<file path="src/rtl/cpu_state_dumper.sv">
// Snapshot engine: streams PC, register file and a data-memory window as tagged valid/ready words.
// Define DUMP_CHECKSUM_EN to append an XOR checksum word (tag 3) after the last memory word.
module cpu_state_dumper #(
  parameter int DATA_W    = 32,
  parameter int NUM_REGS  = 32,
  parameter int MEM_WORDS = 32,
  parameter int IDX_W     = 8
) (
  input  logic              clk_i,
  input  logic              rst_i,
  input  logic              trig_i,
  input  logic [DATA_W-1:0] pc_i,
  output logic [IDX_W-1:0]  reg_addr_o,
  input  logic [DATA_W-1:0] reg_data_i,
  output logic [IDX_W-1:0]  mem_addr_o,
  input  logic [DATA_W-1:0] mem_data_i,
  output logic              out_valid_o,
  input  logic              out_ready_i,
  output logic [DATA_W-1:0] out_data_o,
  output logic [1:0]        out_tag_o,
  output logic [IDX_W-1:0]  out_idx_o,
  output logic              busy_o,
  output logic              done_o,
  output logic              trig_lost_o
);

  localparam logic [2:0] S_IDLE = 3'd0;
  localparam logic [2:0] S_PC   = 3'd1;
  localparam logic [2:0] S_REG  = 3'd2;
  localparam logic [2:0] S_MEM  = 3'd3;
`ifdef DUMP_CHECKSUM_EN
  localparam logic [2:0] S_CSUM = 3'd4;
  localparam logic [1:0] TAG_CSUM = 2'd3;
`endif
  localparam logic [2:0] S_DONE = 3'd5;

  localparam logic [1:0] TAG_PC  = 2'd0;
  localparam logic [1:0] TAG_REG = 2'd1;
  localparam logic [1:0] TAG_MEM = 2'd2;

  localparam logic [IDX_W-1:0] LAST_REG = IDX_W'(NUM_REGS - 1);
  localparam logic [IDX_W-1:0] LAST_MEM = IDX_W'(MEM_WORDS - 1);
  localparam logic [IDX_W-1:0] ONE      = IDX_W'(1);

  logic [2:0]       state;
  logic             xfer;
  logic [IDX_W-1:0] next_reg;
  logic [IDX_W-1:0] next_mem;

  assign xfer     = out_valid_o & out_ready_i;
  assign next_reg = (reg_addr_o == LAST_REG) ? '0 : reg_addr_o + ONE;
  assign next_mem = (mem_addr_o == LAST_MEM) ? '0 : mem_addr_o + ONE;
  assign busy_o   = (state != S_IDLE);
  assign done_o   = (state == S_DONE);

`ifdef DUMP_CHECKSUM_EN
  logic [DATA_W-1:0] csum;

  always_ff @(posedge clk_i or posedge rst_i) begin
    if (rst_i) begin
      csum <= '0;
    end else if (state == S_IDLE && trig_i) begin
      csum <= '0;
    end else if (xfer && (state == S_PC || state == S_REG || state == S_MEM)) begin
      csum <= csum ^ out_data_o;
    end
  end
`endif

  // Address registers run one entry ahead of the output register so the
  // combinational read data is already valid at the edge that loads it.
  always_ff @(posedge clk_i or posedge rst_i) begin
    if (rst_i) begin
      state       <= S_IDLE;
      out_valid_o <= 1'b0;
      out_data_o  <= '0;
      out_tag_o   <= '0;
      out_idx_o   <= '0;
      reg_addr_o  <= '0;
      mem_addr_o  <= '0;
      trig_lost_o <= 1'b0;
    end else begin
      if (trig_i && state != S_IDLE && state != S_DONE)
        trig_lost_o <= 1'b1;

      case (state)
        S_IDLE: begin
          if (trig_i) begin
            state       <= S_PC;
            out_valid_o <= 1'b1;
            out_data_o  <= pc_i;
            out_tag_o   <= TAG_PC;
            out_idx_o   <= '0;
            reg_addr_o  <= '0;
            mem_addr_o  <= '0;
          end
        end
        S_PC: begin
          if (xfer) begin
            state      <= S_REG;
            out_data_o <= reg_data_i;
            out_tag_o  <= TAG_REG;
            out_idx_o  <= reg_addr_o;
            reg_addr_o <= next_reg;
          end
        end
        S_REG: begin
          if (xfer) begin
            if (out_idx_o == LAST_REG) begin
              state      <= S_MEM;
              out_data_o <= mem_data_i;
              out_tag_o  <= TAG_MEM;
              out_idx_o  <= mem_addr_o;
              mem_addr_o <= next_mem;
            end else begin
              out_data_o <= reg_data_i;
              out_idx_o  <= reg_addr_o;
              reg_addr_o <= next_reg;
            end
          end
        end
        S_MEM: begin
          if (xfer) begin
            if (out_idx_o == LAST_MEM) begin
`ifdef DUMP_CHECKSUM_EN
              // Fold in the word leaving on this edge; the accumulator lags by one.
              state      <= S_CSUM;
              out_data_o <= csum ^ out_data_o;
              out_tag_o  <= TAG_CSUM;
              out_idx_o  <= '0;
`else
              state       <= S_DONE;
              out_valid_o <= 1'b0;
              out_data_o  <= '0;
              out_tag_o   <= '0;
              out_idx_o   <= '0;
`endif
            end else begin
              out_data_o <= mem_data_i;
              out_idx_o  <= mem_addr_o;
              mem_addr_o <= next_mem;
            end
          end
        end
`ifdef DUMP_CHECKSUM_EN
        S_CSUM: begin
          if (xfer) begin
            state       <= S_DONE;
            out_valid_o <= 1'b0;
            out_data_o  <= '0;
            out_tag_o   <= '0;
            out_idx_o   <= '0;
          end
        end
`endif
        S_DONE: begin
          state <= S_IDLE;
        end
        default: begin
          state       <= S_IDLE;
          out_valid_o <= 1'b0;
        end
      endcase
    end
  end

endmodule

</file>
<file path="config.mk">
export PLATFORM = sky130hd
export DESIGN_NAME = cpu_state_dumper
export DESIGN_NICKNAME = d
export VERILOG_FILES = /design/src/rtl/cpu_state_dumper.sv
export SDC_FILE = /design/constraint.sdc
export NUM_CORES = 1
export LEC_CHECK = 0
export ABC_CLOCK_PERIOD_IN_PS = 5650
export CAP_MARGIN = 20
export CORE_ASPECT_RATIO = 0.9
export CORE_UTILIZATION = 55
export DETAILED_ROUTE_END_ITERATION = 16
export DONT_BUFFER_PORTS = 1
export MAX_ROUTING_LAYER = met4
export PLACE_DENSITY = 0.68
export SLEW_MARGIN = 40
export SYNTH_ARGS = -nofsm -noshare
export SYNTH_HDL_FRONTEND = slang
export SYNTH_SLANG_ARGS = --single-unit
</file>
<file path="constraint.sdc">
create_clock -name clk_i -period 5.65 [get_ports clk_i]
set_clock_uncertainty 0.05 [all_clocks]
set_input_delay 1.13 -clock clk_i [delete_from_list [all_inputs] [get_ports clk_i]]
set_output_delay 1.13 -clock clk_i [all_outputs]
set_load 0.01 [all_outputs]
</file>
# Word level (Yosys, flattened, before mapping)
# Index checks and enable logic that the tools add are counted.
# word_totals
output_inout_bits	62
mem_count	0
in_bits	100
mem_bits_rw	0
romBits	0
latchBits	0
register_bits	63
# op_classes
mux	43
n_div	0
n_mul	0
n_reduce_logical	14
eq_ne	16
n_lt_le_gt_ge	0
bitwise_logic	2
shift	0
add_sub_neg	2
# ops
op	n
$mux 32	6
$pmux 32 s4	1
$mux 8	15
$pmux 8 s3	2
$pmux 8 s4	1
$eq 8x5->1 const B	3
$mux 3	6
$add 8x1->8 const B	2
$ne 2x2->1 const B	8
$mux 2	6
$pmux 3 s4	1
$reduce_and 6->1	2
$reduce_and 5->1	2
$reduce_bool 3->1	3
$pmux 2 s4	1
$reduce_and 7->1	1
$eq 3x2->1 const B	2
$reduce_and 4->1	1
$reduce_bool 4->1	1
$eq 3x1->1 const B	1
$eq 3x3->1 const B	1
$logic_not 3->1	1
$mux 1	3
$ne 3x3->1 const B	1
5 further kinds	6

# Logic depth before layout (Yosys ltp)
# Gate-level depths: netlist of run 1.
# depth
ltp_word	5
depth_mapped	8

# Worst setup path before layout of run 1
# No wires, ideal clock.
# synth_timing
kind	input -> register
start	input port trig_i
end	register mem_addr_o[5]
arrival_ns	2.688
cell_stages	5
required_time_ns	5.497
slack_ns	2.808
path_buffers	0
cell_sequence	or4b_2 -> and2_1 -> a31o_4 -> or2_4 -> o41ai_2
# synth_via
elab_chain_len	2
# synth_lines
item	line_no	source
from (decl)	11	input logic trig_i,
$ne 2x2->1 (no line)	n/a	
$reduce_and 6->1 (no line)	n/a	
to (signal assigned)	114	mem_addr_o <= next_mem;
to (signal assigned)	141	mem_addr_o <= next_mem;
to (decl)	15	output logic [IDX_W-1:0] mem_addr_o,
# Every way passes these cells.
# A chain may end at the register's enable or synchronous reset.

# Final worst setup path of run 1
# layout_timing
start	register out_idx_o[5]
end	register out_data_o[24]
# layout_via
elab_chain_len	4
elab_cells_between_ends	6
cone_classes	eq/ne (1); mux (5)
# layout_lines
item	line_no	source
from (decl)	21	output logic [IDX_W-1:0] out_idx_o,
from (signal assigned)	103	out_idx_o <= reg_addr_o;
from (signal assigned)	113	out_idx_o <= mem_addr_o;
from (signal assigned)	117	out_idx_o <= reg_addr_o;
$eq 8x5->1 (*)	109, 124	
$mux 32 (on tied branches)	124, 109	
$mux 32 (on tied branches)	123, 108	
$pmux 32 s4 (*)	86	case (state)
to (signal assigned)	91	out_data_o <= pc_i;
to (signal assigned)	111	out_data_o <= mem_data_i;
to (signal assigned)	116	out_data_o <= reg_data_i;
to (decl)	19	output logic [DATA_W-1:0] out_data_o,
# Every way passes the cells marked *; elsewhere a longest branch is shown, timed or not. The select of a mux whose other input is x is not followed.

==> results of run 1 <==
cell type report:
class / count / area share
Clock buffer: 12 / 0.03839
Sequential cell: 63 / 0.4479
Multi-Input combinational cell: 270 / 0.4611
Clock inverter: 2 / 0.002844
Inverter: 11 / 0.01173
Tap cell: 70 / 0.02488
Timing Repair Buffer: 6 / 0.01315
registers in the layout, summed over array words and instances, names as in the netlist:
signal,flops
reg_addr_o,8
out_data_o,32
mem_addr_o,8
trig_lost_o,1
out_tag_o,2
state,3
out_idx_o,8
out_valid_o,1
worst register-to-register path: cells and delay by family (launching register included):
kind                   cells  cell delay, ps
buffers and inverters      1             360
and+or+nand+nor            2            1050
DFF                        1             430
AOI/OAI and AO/OA          3             890
cell families after synthesis:
family	count (synthesis)
muxes	2
buffers and inverters	38
and+or+nand+nor	110
AOI/OAI and AO/OA	156
DFF	63
adders and majority gates	2
power breakdown:
group	total (mW)	internal, mW	switching (mW)	leakage [nW]
Clock	0.316	0.153	0.163	0.0761
Sequential	0.931	0.638	0.293	0.776
Combinational	0.600	0.229	0.371	0.604
Total	1.85	1.02	0.827	1.46
layer usage:
metal  wire length, um  global-route usage  share of wire  vias to the layer above
met5                 0                   -              0                        -
met4               123              0.1188          0.014                        0
met3               677             0.08451          0.076                       16
met2              4352              0.4317           0.49                      145
met1              3708              0.3519           0.42                     1441
li1                  -                   -              -                     1370
stage by stage:
stage               hold slack (ps)  instances    util
finish                        508.9        434  0.6113
floorplan                     443.2        371       -
CTS                           508.1        434  0.6106
detailed placement            493.4        420  0.5854
global placement              481.7        419  0.5824
global route                  529.1        434  0.6113
final timing paths:
check,from,to,slack (ps),depth (start not counted)
setup / recovery,out_idx_o[5]$_DFFE_PP0P_,out_data_o[24]$_DFFE_PP0P_,2800,6
hold / removal,trig_lost_o$_DFFE_PP0P_,trig_lost_o$_DFFE_PP0P_,510,1
setup reg to reg,out_idx_o[5]$_DFFE_PP0P_,out_data_o[24]$_DFFE_PP0P_,2800,6
hold reg to reg,trig_lost_o$_DFFE_PP0P_,trig_lost_o$_DFFE_PP0P_,510,1
max in group asynchronous,rst_i,out_idx_o[1]$_DFFE_PP0P_,4410,2
min in group asynchronous,rst_i,out_data_o[12]$_DFFE_PP0P_,760,2
layout by cell type (no fill, tap or decap), types with 4 or more instances in the layout:
cell,count
a221oi_1,32
nor2_1,15
a21oi_1,36
and2_1,7
nand4_1,6
inv_1,10
nand2_1,49
nand3_1,9
o41ai_1,4
o21ai_0,52
nand2b_1,7
a22oi_1,4
a221o_1,5
dfrtp_1,63
a31oi_1,4
buf_4,4
clkbuf_8,9
==> key figures, run 1 <==
Finish
  • Post-layout nets: approximately 460
  • Multi-input logic area: about 1600 um2
  • Design Area, Final: between 3000 and 4000 um2
  • FF+latch area: 1577 um2
  • Layout fillers: 501
  • Ant diodes: 0
  • Area Overhead vs Synth: 5.951%
  • Layout cells sized above 1: 0.08516

Clocking
  • Post-CTS setup buffer count: 0
  • Worst skew pair latency: 350 ps
  • Post-cts resize count: 0
  • H-tree depth: 3
  • Sink Count: 63
  • CTS buffer count: 9
  • Clock root buffer: clkbuf_8
  • CTS max path bufs: 2
  • # hold bufs at CTS: 0
  • CTS tree: yes
  • Clk slew on worst S/H paths: roughly 60 ps

Routing
  • Via count: 2972
  • Avg WL per Cell: 20.42 um
  • DRT iter0 DRCs: roughly 240
  • Routed WL: approximately 9000 um
  • DRC Markers: 10
  • Vias/cell: just under 7
  • Detail Route Antenna Nets: 0
  • DR pass1 iterations: 10

Logic synthesis
  • Mapped Cells: 371
  • Post-Synth Adder-Cell Area: 0.007533
  • Syn nets: between 400 and 500
  • Largest family of logic cells by synthesized area: compound AO/OA/AOI/OAI gates
  • Synth top area cells: dfrtp_1, a221oi_1, o21ai_0, a21oi_1, nand2_1
  • Fraction of the mapped netlist area in simple logic gates: 0.1597
  • Top FF cell, synth: dfrtp_1
  • FFs w/ async S/R, synth: 1.000
  • Mapped cell area: 3322 um2
  • Post-synthesis register bit count: 63
  • Cell taking the most area after synthesis: dfrtp_1
  • Most instantiated library cell after synthesis: dfrtp_1
  • XOR/XNOR Fraction of Synth Area: 0
  • Post-synth EDFFs: 0
  • Register area share after synthesis: 0.4746
  • Synth top cells by count: dfrtp_1, o21ai_0, nand2_1
  • Warnings from Yosys: 0
  • Syn Area/Cell: 8.954 um2
  • Post-synthesis mux area share: 0.006026
  • Post-synth cell types: 46
  • Top cell type's share of synthesized area: 0.4746
  • Synth Area in Compound Gates: 0.3073

Timing
  • Final Hold Viols: 0
  • Worst slew pin tran: ~730 ps
  • Final TNS setup: 0 ps
  • F_max: approximately 0.35 GHz
  • Final setup viols: 0
  • Worst setup margin: between 2000 and 3000 ps
  • Max-slew violation count: 0
  • Rel. slew slack: 0.5142
  • Tcrit/Tclk final: 0.5051
  • Fin crit period: ~2900 ps
  • RSZ-0062 raised after global routing: no

GRT
  • First-pass GRT wire length: 13210 um
  • Antenna violations before repair: 0
  • Total track usage: 0.2813
  • Largest net degree at the start of global routing: 64
  • Gr ovfl total: 0
  • Vias in the first global route: approximately 2600

Outcome
  • Outcome: complete, but fails checks
  • Failing checks: DRC

Floorplan
  • Die height: between 70 and 80 um
  • Starting Density: 0.5769
  • Die area: 6355 um2
  • Die width: 83.92 um
  • Num rows: 26
  • IO Pins: 162
  • Core Area: approximately 5800 um2

Job
  • Max-capacitance violation count: 0

Critical path
  • CP Buf/Inv Count: 1
  • CP Capture Type: register
  • Worst Setup Path Type: reg -> reg
  • Worst path required time: about 5900 ps
  • Largest delay share family, worst path: simple AND/OR/NAND/NOR gates
  • Cells along the critical path: or4b_4, or3_1, a21oi_2, buf_4, a221oi_1, a21oi_1
  • Crit Path Max Fanout: 18
  • Critical path's slowest cell: a21oi_2
  • CP peak stage delay: between 600 and 700 ps
  • Worst EP arrival: 3070 ps
  • Startpoint Class: register

Pwr
  • VDD IR-drop max: roughly 0.00027 V
  • Power Total: 1.847 mW
  • Lkg Pwr: ~1.5 nW
  • PD cells: approximately 520 nW/um2

Hold path
  • Worst min path class: reg -> reg

Placed design
  • Port-buffer cells: 0
  • Worst Setup Slack post-DPL: about 2700 ps
  • HPWL Detailed: 6233 um
  • RD Place Congestion: 0.8161
  • Placed standard-cell area: ~3400 um2
Power figures use the tool's default switching activity.
==> inputs of run 2 (changes only) <==
--- a/config.mk
+++ b/config.mk
@@ -5,14 +5,14 @@
 export SDC_FILE = /design/constraint.sdc
 export NUM_CORES = 1
 export LEC_CHECK = 0
-export ABC_CLOCK_PERIOD_IN_PS = 5650
+export ABC_CLOCK_PERIOD_IN_PS = 2500
 export CAP_MARGIN = 20
 export CORE_ASPECT_RATIO = 0.9
 export CORE_UTILIZATION = 55
 export DETAILED_ROUTE_END_ITERATION = 16
 export DONT_BUFFER_PORTS = 1
 export MAX_ROUTING_LAYER = met4
-export PLACE_DENSITY = 0.68
+export PLACE_DENSITY = 0.71
 export SLEW_MARGIN = 40
 export SYNTH_ARGS = -nofsm -noshare
 export SYNTH_HDL_FRONTEND = slang
==> constraint.sdc (replaced) <==
create_clock -name clk_i -period 2.5 [get_ports clk_i]
set_clock_uncertainty 0.05 [all_clocks]
set_input_delay 0.5 -clock clk_i [delete_from_list [all_inputs] [get_ports clk_i]]
set_output_delay 0.5 -clock clk_i [all_outputs]
set_load 0.01 [all_outputs]
==> run 2 against run 1 <==
  * Critical endpoint is now mem_addr_o[5]$_DFFE_PP0P_
  * Via count increased by 1.7%
  * Die area unchanged
  * Global-route usage increased by 0.28 points
  * Sequential power increased by 120%
  * Non-clock buffer count increased by 9
  * Highest routed layer unchanged
  * Sequential share of layout area decreased by 2.0 points
  * Largest cell class unchanged
  * The run still ends with DRC left
  * Clock power increased to 3.0 times the previous value
  * Combinational power increased to 2.5 times the previous value
  * Total power increased by 150%
  * Maximum frequency increased by 18%
  * Critical path depth decreased by 1
==> key figures, run 2 (synthesis results as in run 1) <==
Timing
  • Final Hold Viols: 0 (unchanged)
  • Fin crit period: 2409 ps (was 2854 ps)
  • Tcrit/Tclk final: 0.9635 (was 0.5051)
  • Final setup viols: 0 (unchanged)
  • Rel. slew slack: 0.5754 (was 0.5142)
  • Max-slew violation count: 0 (unchanged)
  • RSZ-0062 raised after global routing: no (unchanged)
  • Final TNS setup: 0 ps (unchanged)
  • Worst slew pin tran: 628.6 ps (was 728.7 ps)
  • F_max: 0.4151 GHz (was 0.3504 GHz)

Clocking
  • Clk slew on worst S/H paths: 70 ps (was 60 ps)
  • # hold bufs at CTS: 0 (unchanged)
  • CTS max path bufs: 2 (unchanged)
  • CTS buffer count: 9 (unchanged)
  • Clock root buffer: clkbuf_8 (unchanged)
  • H-tree depth: 3 (unchanged)
  • CTS tree: yes (unchanged)
  • Post-cts resize count: 0 (unchanged)
  • Post-CTS setup buffer count: 0 (unchanged)
  • Sink Count: 63 (unchanged)
  • Worst skew pair latency: 340 ps (was 350 ps)

Routing
  • DRT iter0 DRCs: 218 (was 243)
  • Vias/cell: 6.791 (was 6.848)
  • Via count: 3022 (was 2972)
  • Avg WL per Cell: 19.72 um (was 20.42 um)
  • DRC Markers: 12 (was 10)
  • DR pass1 iterations: 11 (was 10)
  • Routed WL: 8776 um (was 8862 um)
  • Detail Route Antenna Nets: 0 (unchanged)

Outcome
  • Failing checks: DRC (unchanged)
  • Outcome: complete, but fails checks (unchanged)

Critical path
  • Reg-to-reg startpoint: out_idx_o[6]$_DFFE_PP0P_ (was out_idx_o[5]$_DFFE_PP0P_)
  • R2R setup slack: 90 ps (was 2800 ps)
  • Startpoint Class: register (unchanged)
  • CP Capture Type: register (unchanged)
  • Reg2Reg Capture Point: mem_addr_o[5]$_DFFE_PP0P_ (was out_data_o[24]$_DFFE_PP0P_)
  • Worst Setup Path Type: reg -> reg (unchanged)
  • Worst EP arrival: 2600 ps (was 3070 ps)
  • Crit Path Max Fanout: 6 (was 18)
  • Register-to-Register Path Depth: 5 (was 6)
  • Worst path required time: 2690 ps (was 5870 ps)

Pwr
  • Power Total: 4.537 mW (was 1.847 mW)
  • PD cells: 1232 nW/um2 (was 524.7 nW/um2)
  • Lkg Pwr: 1.549 nW (was 1.456 nW)
  • VDD IR-drop max: 0.0005581 V (was 0.0002661 V)

Finish
  • Most common cell after layout, fill and taps aside: dfrtp_1 (unchanged)
  • Layout cells sized above 1: 0.1200 (was 0.08516)
  • Area Overhead vs Synth: 10.85% (was 5.951%)
  • Post-layout nets: 472 (was 463)
  • Ant diodes: 0 (unchanged)
  • Most frequent cells in the layout: dfrtp_1, o21ai_0, nand2_1, a21oi_1, a221oi_1 (unchanged)
  • Largest register by flop count: out_data_o (unchanged)
  • Max FFs per register: 32 (unchanged)

Job
  • Max-capacitance violation count: 0 (unchanged)

Placed design
  • Port-buffer cells: 0 (unchanged)
  • HPWL Detailed: 6231 um (was 6233 um)
  • RD Place Congestion: 0.8531 (was 0.8161)

Floorplan
  • IO Pins: 162 (unchanged)
  • Num rows: 26 (unchanged)
  • Core Area: 5758 um2 (unchanged)
  • Die height: 75.73 um (unchanged)
  • Die area: 6355 um2 (unchanged)
  • Die width: 83.92 um (unchanged)
  • Starting Density: 0.5769 (unchanged)

Hold path
  • Worst min path class: in -> async (was reg -> reg)

GRT
  • First-pass GRT wire length: 13390 um (was 13210 um)
  • Antenna violations before repair: 0 (unchanged)
  • Gr ovfl total: 0 (unchanged)
  • Largest net degree at the start of global routing: 41 (was 64)
  • Total track usage: 0.2841 (was 0.2813)
  • Vias in the first global route: 2690 (was 2632)
run 2: how the worst max path moves through the flow:
| stage | startpoint | endpoint | slack [ps] | depth (start not counted) |
|---|---|---|---|---|
| 6_report | out_idx_o[6]$_DFFE_PP0P_ | mem_addr_o[5]$_DFFE_PP0P_ | 90 | 5 |
| 5_1_grt | out_idx_o[6]$_DFFE_PP0P_ | mem_addr_o[5]$_DFFE_PP0P_ | 70 | 5 |
| 4_1_cts | out_idx_o[6]$_DFFE_PP0P_ | mem_addr_o[5]$_DFFE_PP0P_ | 40 | 5 |
| 3_5_place_dp | out_idx_o[6]$_DFFE_PP0P_ | mem_addr_o[5]$_DFFE_PP0P_ | 50 | 5 |
| 3_3_place_gp | out_idx_o[6]$_DFFE_PP0P_ | mem_addr_o[5]$_DFFE_PP0P_ | 110 | 5 |
| 2_1_floorplan | out_idx_o[5]$_DFFE_PP0P_ | mem_addr_o[5]$_DFFE_PP0P_ | 150 | 6 |
run 2: layer usage:
metal | global-route usage | vias to the layer above | wire length, um
met5 | - | - | 0
met3 | 0.08992 | 7 | 691
li1 | - | 1393 | -
met1 | 0.3574 | 1451 | 3569
met4 | 0.1015 | 0 | 63
met2 | 0.4390 | 171 | 4452
run 2: layout make-up:
cell class	count	area, um2
well taps	70	87.58
fillers	496	2076
clock buffers	9	123.9
inverters	11	41.29
flip-flops and latches	63	1577
clock inverters	7	87.58
multi-input cells	270	1615
repair buffers	15	150.1
run 2: report_power, final:
group | internal, mW | switching, mW
combinational | 0.615 | 0.900
sequential | 1.44 | 0.631
clock | 0.554 | 0.396
total | 2.61 | 1.93
run 2: worst max-delay path: stages, from the launching register on:
cell	delay, ps
dfrtp_1	440
or4b_4	560
or3_4	430
a31o_4	280
or2_4	270
o41ai_2	280
run 2: through the flow:
stage / instances / hold slack (ps) / setup WS, ps / util / cell area (um2)
after detailed placement: 429 / 406.9 / 54.55 / 0.6019 / 3466
after CTS: 445 / 35.47 / 39.10 / 0.6386 / 3677
after floorplan: 371 / 443.2 / 150.1 / - / 3322
after global routing: 445 / 52.33 / 70.20 / 0.6395 / 3682
after global placement: 429 / 400.4 / 111.6 / 0.6019 / 3466
final: 445 / 27.24 / 91.14 / 0.6395 / 3682
